===== src/rtl/video_timing_pkg.sv =====
// Shared register bit indices and sync-polarity helpers for the raster timing generator.
package video_timing_pkg;

  localparam int OUTPUT_CTRL_ENABLE = 0;

  localparam int VIDEO_MODE_HSYNC_POL = 0;
  localparam int VIDEO_MODE_VSYNC_POL = 1;

  localparam int OUTPUT_STATUS_VBLANK  = 0;
  localparam int OUTPUT_STATUS_HBLANK  = 1;
  localparam int OUTPUT_STATUS_ENABLED = 2;

  typedef struct packed {
    logic vsync_pol;
    logic hsync_pol;
  } sync_pol_t;

  // A polarity bit of 1 means the sync pulse is driven high; idle is the complement.
  function automatic logic sync_level(input logic active, input logic pol);
    return active ? pol : ~pol;
  endfunction

endpackage


===== src/rtl/timing_axis_counter.sv =====
// One raster axis: wrap counter over VISIBLE+FRONT+SYNC+BACK with blank/sync window decode.
module timing_axis_counter #(
  parameter int VISIBLE     = 640,
  parameter int FRONT       = 16,
  parameter int SYNC        = 96,
  parameter int BACK        = 48,
  parameter int COUNT_WIDTH = 10
) (
  input  logic                   clk,
  input  logic                   reset,
  input  logic                   step,
  input  logic                   clear,
  output logic [COUNT_WIDTH-1:0] count,
  output logic                   wrap,
  output logic                   blank,
  output logic                   sync_active
);

  localparam int TOTAL = VISIBLE + FRONT + SYNC + BACK;
  localparam logic [COUNT_WIDTH-1:0] LAST       = COUNT_WIDTH'(TOTAL - 1);
  localparam logic [COUNT_WIDTH-1:0] VIS_END    = COUNT_WIDTH'(VISIBLE);
  localparam logic [COUNT_WIDTH-1:0] SYNC_START = COUNT_WIDTH'(VISIBLE + FRONT);
  localparam logic [COUNT_WIDTH-1:0] SYNC_END   = COUNT_WIDTH'(VISIBLE + FRONT + SYNC);

  logic [COUNT_WIDTH-1:0] count_reg;

  assign wrap        = step && (count_reg == LAST);
  assign blank       = (count_reg >= VIS_END);
  assign sync_active = (count_reg >= SYNC_START) && (count_reg < SYNC_END);
  assign count       = count_reg;

  // Clear beats step so a disable in the same clk as a pending step still lands at 0.
  always_ff @(posedge clk) begin
    if (reset || clear) begin
      count_reg <= '0;
    end else if (step) begin
      count_reg <= wrap ? '0 : count_reg + COUNT_WIDTH'(1);
    end
  end

endmodule


===== src/rtl/video_timing.sv =====
// Raster timing generator: pixel divider, h/v scan counters, registered sync/blank decode.
module video_timing
  import video_timing_pkg::*;
#(
  parameter int DATA_WIDTH  = 16,
  parameter int CLK_DIV     = 2,
  parameter int H_VISIBLE   = 640,
  parameter int H_FRONT     = 16,
  parameter int H_SYNC      = 96,
  parameter int H_BACK      = 48,
  parameter int V_VISIBLE   = 480,
  parameter int V_FRONT     = 10,
  parameter int V_SYNC      = 2,
  parameter int V_BACK      = 33,
  parameter int COUNT_WIDTH = 10
) (
  input  logic                  clk,
  input  logic                  reset,
  input  logic [DATA_WIDTH-1:0] output_ctrl,
  input  logic [DATA_WIDTH-1:0] video_mode,
  output logic [DATA_WIDTH-1:0] scan_x,
  output logic [DATA_WIDTH-1:0] scan_y,
  output logic [DATA_WIDTH-1:0] output_status,
  output logic                  hsync,
  output logic                  vsync,
  output logic                  display_en,
  output logic                  pixel_tick,
  output logic                  line_start,
  output logic                  vblank_start,
  output logic [DATA_WIDTH-1:0] frame_count
);

  localparam int DIV_W = (CLK_DIV > 1) ? $clog2(CLK_DIV) : 1;
  localparam logic [DIV_W-1:0]       DIV_LAST       = DIV_W'(CLK_DIV - 1);
  localparam logic [COUNT_WIDTH-1:0] V_LAST_VISIBLE = COUNT_WIDTH'(V_VISIBLE - 1);

  logic                   enable;
  logic                   active_reg;
  logic                   decode_en;
  logic [DIV_W-1:0]       div_reg;
  logic [COUNT_WIDTH-1:0] h_count, v_count;
  logic                   h_wrap, v_wrap;
  logic                   h_blank, v_blank;
  logic                   h_sync_active, v_sync_active;
  logic                   hsync_reg, vsync_reg, display_en_reg;
  logic                   line_start_reg, vblank_start_reg;
  logic [DATA_WIDTH-1:0]  status_reg, status_next;
  logic [DATA_WIDTH-1:0]  frame_count_reg;
  sync_pol_t              pol_reg;

  assign enable = output_ctrl[OUTPUT_CTRL_ENABLE];

  // active_reg marks that counting was already live in the previous clk, so a fresh
  // enable spends its first clk at (0,0) with div held at 0.
  assign pixel_tick = active_reg && (div_reg == DIV_LAST);
  assign decode_en  = enable && active_reg;

  always_ff @(posedge clk) begin
    if (reset || !enable) begin
      div_reg <= '0;
    end else if (active_reg) begin
      div_reg <= (div_reg == DIV_LAST) ? '0 : div_reg + DIV_W'(1);
    end
  end

  timing_axis_counter #(
    .VISIBLE(H_VISIBLE), .FRONT(H_FRONT), .SYNC(H_SYNC), .BACK(H_BACK),
    .COUNT_WIDTH(COUNT_WIDTH)
  ) u_h_axis (
    .clk(clk), .reset(reset), .step(pixel_tick), .clear(!enable),
    .count(h_count), .wrap(h_wrap), .blank(h_blank), .sync_active(h_sync_active)
  );

  timing_axis_counter #(
    .VISIBLE(V_VISIBLE), .FRONT(V_FRONT), .SYNC(V_SYNC), .BACK(V_BACK),
    .COUNT_WIDTH(COUNT_WIDTH)
  ) u_v_axis (
    .clk(clk), .reset(reset), .step(h_wrap), .clear(!enable),
    .count(v_count), .wrap(v_wrap), .blank(v_blank), .sync_active(v_sync_active)
  );

  always_comb begin
    status_next = '0;
    status_next[OUTPUT_STATUS_VBLANK]  = decode_en && v_blank;
    status_next[OUTPUT_STATUS_HBLANK]  = decode_en && h_blank;
    status_next[OUTPUT_STATUS_ENABLED] = decode_en;
  end

  always_ff @(posedge clk) begin
    if (reset) begin
      active_reg       <= 1'b0;
      hsync_reg        <= 1'b1;
      vsync_reg        <= 1'b1;
      display_en_reg   <= 1'b0;
      status_reg       <= '0;
      line_start_reg   <= 1'b0;
      vblank_start_reg <= 1'b0;
      frame_count_reg  <= '0;
      pol_reg          <= '0;
    end else begin
      active_reg       <= enable;
      hsync_reg        <= sync_level(decode_en && h_sync_active, pol_reg.hsync_pol);
      vsync_reg        <= sync_level(decode_en && v_sync_active, pol_reg.vsync_pol);
      display_en_reg   <= decode_en && !h_blank && !v_blank;
      status_reg       <= status_next;
      line_start_reg   <= enable && h_wrap;
      vblank_start_reg <= enable && h_wrap && (v_count == V_LAST_VISIBLE);
      if (enable && v_wrap) begin
        frame_count_reg <= frame_count_reg + DATA_WIDTH'(1);
      end
      // Polarity follows the register freely while idle but only changes at frame wrap.
      if (!enable || v_wrap) begin
        pol_reg.hsync_pol <= video_mode[VIDEO_MODE_HSYNC_POL];
        pol_reg.vsync_pol <= video_mode[VIDEO_MODE_VSYNC_POL];
      end
    end
  end

  assign scan_x        = DATA_WIDTH'(h_count);
  assign scan_y        = DATA_WIDTH'(v_count);
  assign output_status = status_reg;
  assign hsync         = hsync_reg;
  assign vsync         = vsync_reg;
  assign display_en    = display_en_reg;
  assign line_start    = line_start_reg;
  assign vblank_start  = vblank_start_reg;
  assign frame_count   = frame_count_reg;

endmodule


===== config.mk =====
export PLATFORM = sky130hd
export DESIGN_NAME = video_timing
export DESIGN_NICKNAME = d
export VERILOG_FILES = /design/src/rtl/video_timing_pkg.sv /design/src/rtl/timing_axis_counter.sv /design/src/rtl/video_timing.sv
export SDC_FILE = /design/constraint.sdc
export NUM_CORES = 1
export LEC_CHECK = 0
export BUFFER_PORTS_ARGS = -buffer_cell sky130_fd_sc_hd__buf_2
export CAP_MARGIN = 0
export CORE_UTILIZATION = 35
export DETAILED_ROUTE_END_ITERATION = 10
export SLEW_MARGIN = 20
export SYNTH_ARGS = -nofsm -noshare
export SYNTH_HDL_FRONTEND = slang
export SYNTH_SLANG_ARGS = --single-unit
export TNS_END_PERCENT = 10

===== constraint.sdc =====
create_clock -name clk -period 2.34 [get_ports clk]
set_input_delay 0.468 -clock clk [delete_from_list [all_inputs] [get_ports clk]]
set_output_delay 0.468 -clock clk [all_outputs]
set_load 0.005 [all_outputs]

==> qor.yml <==
run_status:
  outcome: "complete, no violations"
floorplanning:
  fp.dieH_um: 87.5
  num_rows: 30
  core_mm2: 0.00694
  design.die.area_mm2: 0.00766
  die-width_um: 87.5
  initial_core_util: 0.369
  ioPinCount: 104
routing:
  drt_iter0_markers: 128
  ant_nets: 0
  wl_mm: 5.50
  first_pass_iters: 4
  wl_per_cell_um: 11.9
  via_per_inst: 4.79
  via_count: 2211
  drcViolationCount: 0
synthesis:
  netlist_instances: 302
  synth_cell_types: 37
  async_reset_ff_frac: 0
  syn_area_per_cell_um2: 8.48
  synth-edff-count: 0
  yosysSeqAreaShare: 0.375
  synth_warnings: 0
  synth.ff_latch_count: 48
  synth_flop_cell: "dfxtp_1"
  syn_area_mm2: 0.00256
sta:
  finalCritPeriodShare: 0.945
  slew_viol_final: 0
  finalHoldViolations: 0
  fin_worst_skew_ps: 8.56
  rsz0062_at_grt: "true"
  worst_slack_ps: 128
  finalSetupViolCount: 0
  fmax_ghz: 0.452
  fin_hold_ws_ps: 427
  final.min_clock_period_ps: 2210
pwr:
  seqPwrFrac: 0.586
  pwr-share-comb: 0.039
  ir_drop_v: 0.000255
  switching_power_mw: 0.307
  p_sw_frac: 0.218
  cellPowerDensity_mw_per_mm2: 466
  p_int_mw: 1.10
  fin_total_pwr_mw: 1.41
  p_leak_nw: 1.32
  p_clk_frac: 0.375
global_route:
  grt-ovfl-total: 0
  grt_pass1_wl_mm: 8.87
  grt_usage: 0.146
  grt_max_degree: 39
  antenna_found_initial: 0
  grt_pass1_vias: 1893
finish:
  syn_to_final_growth_pct: 18.1
  layout.nets: 406
  diodes: 0
  fin_area_mm2: 0.00302
  largest_reg_flops: 16
  drive_above_1_share: 0.260
  fin_util: 0.435
clocking:
  clk_path_buf_depth: 2
  htree_num_levels: 2
  cts_root_buffer: "clkbuf_8"
  clkSinkCount: 48
  path_clk_slew_ps: 80
  tritoncts: "built"
  cts_buffers: 5
  clk_latency_ps: 300
placement:
  place_area_mm2: 0.00291
  pre_cts_slack_ps: 74.2
  numPortBuffers: 49
  gp_congestion: 0.778
  dpl.hpwl_mm: 3.94
critical_path:
  cp.required_ps: 2520
  crit_fanout: 38
  worstSetupEndpointType: "flip-flop"
  critPathSlowestCell: "or4_4"
  start_kind: "flip-flop"
  critical_path.max_stage_delay_ps: 700
  path_cells: "ha_1, nand3_4, or4_4, nor4_1, mux2_2"
  setup.worst_path.class: "reg2reg"
  crit_arrival_ps: 2400
flow_run:
  maxCapViolations: 0
worst_hold_path:
  min_path_type: "in2reg"
[power by group through the flow]
stage          combinational [mW]  clock [mW]  sequential (mW)
2_1_floorplan              0.0707           0            0.845
5_1_grt                    0.0644       0.589            0.827
6_report                   0.0551       0.529            0.826
3_3_place_gp               0.0547           0            0.845
4_1_cts                    0.0555       0.552            0.826
3_5_place_dp               0.0556           0            0.845
[worst paths after layout]
kind | from | to | slack, ps | depth (start not counted)
setup / recovery | u_h_axis.count[1] | frame_count[12] | 130 | 5
hold / removal | video_mode[1] | pol_reg[1] | 430 | 3
setup reg to reg | u_h_axis.count[1] | frame_count[12] | 130 | 5
hold reg to reg | pol_reg[0] | pol_reg[0] | 490 | 2
[cells by family (layout without fill, tap and decap cells)]
logic type               Yosys count  after routing  synth area share
flip-flops                        48             48             0.375
XOR/XNOR                          10             10            0.0342
AO/OA/AOI/OAI                     29             29            0.0640
other                              1             25           0.00146
multiplexers                      17             17            0.0733
adder cells (fa/ha/maj)            6              6            0.0293
buffers and inverters             48             88             0.114
AND/OR/NAND/NOR                  143            143             0.308
[through the flow]
step,cells,setup TNS [ps]
after CTS,461,0
final,462,0
after global placement,454,0
after global routing,462,-10.8
after detailed placement,454,0
after floorplan,326,0
[repair_timing]
| item | in CTS | in global routing |
|---|---|---|
| hold buffers | 0 | 0 |
| resized for setup | 0 | 1 |
| buffers inserted | 0 | 1 |
| setup endpoints to repair | 0 | 9 |
[synthesized netlist by cell type, types with 2 or more instances]
library cell	n	share of area
and4_1	4	0.014
buf_6	2	0.0088
mux2i_1	3	0.012
nand2b_1	9	0.022
buf_4	26	0.076
o21ai_0	9	0.018
and3_1	6	0.015
nor2_1	28	0.041
inv_1	11	0.016
o31ai_1	3	0.0088
or3_1	8	0.020
nand4_1	11	0.027
and2_1	4	0.0098
nor3_1	12	0.023
ha_1	6	0.029
nand3_1	11	0.022
nor2b_1	12	0.029
nand2_1	20	0.029
a21oi_1	14	0.027
or4_1	3	0.0088
clkbuf_1	9	0.013
nor4b_1	2	0.0068
xor2_1	5	0.017
xnor2_1	5	0.017
dfxtp_1	48	0.38
nor4_1	7	0.017
mux2_2	14	0.062
[cell usage in the layout (no fill, tap or decap), types with 6 or more instances in the layout]
cell      Yosys  final
nor2_1       28     28
buf_4        26     21
buf_2         0     49
nor3_1       12     12
nand2b_1      9      9
nand2_1      20     20
mux2_2       14     14
nor4_1        7      7
conb_1        1     25
a21oi_1      14     14
nand4_1      11     11
o21ai_0       9      9
inv_1        11     11
and3_1        6      6
clkbuf_8      0      7
nor2b_1      12     12
nand3_1      11     11
or3_1         8      8
ha_1          6      6
dfxtp_1      48     48
[cell type report]
type / instances / area, um2
fill: 727 / 3920
multi-input combinational: 230 / 1400
sequential: 48 / 961
timing repair buffer: 70 / 403
tap: 96 / 120
clock buffer: 7 / 96.3
inverter: 11 / 41.3
[per-layer routing]
metal / GRT usage / share of wire / vias up
met1: 0.198 / 0.49 / 1026
met3: 0.0370 / 0.052 / 6
met4: 0.0477 / 0.0087 / 0
met5: 0 / 0 / -
li1: - / - / 1118
met2: 0.229 / 0.45 / 61
[worst max-delay path, delay by kind of cell, from the launching register on]
kind | cells | cell delay, ps
multiplexers | 1 | 370
adder cells (fa/ha/maj) | 1 | 200
AND/OR/NAND/NOR | 3 | 1170
flip-flops | 1 | 350
Note: power is estimated with default switching activity, not from simulation.
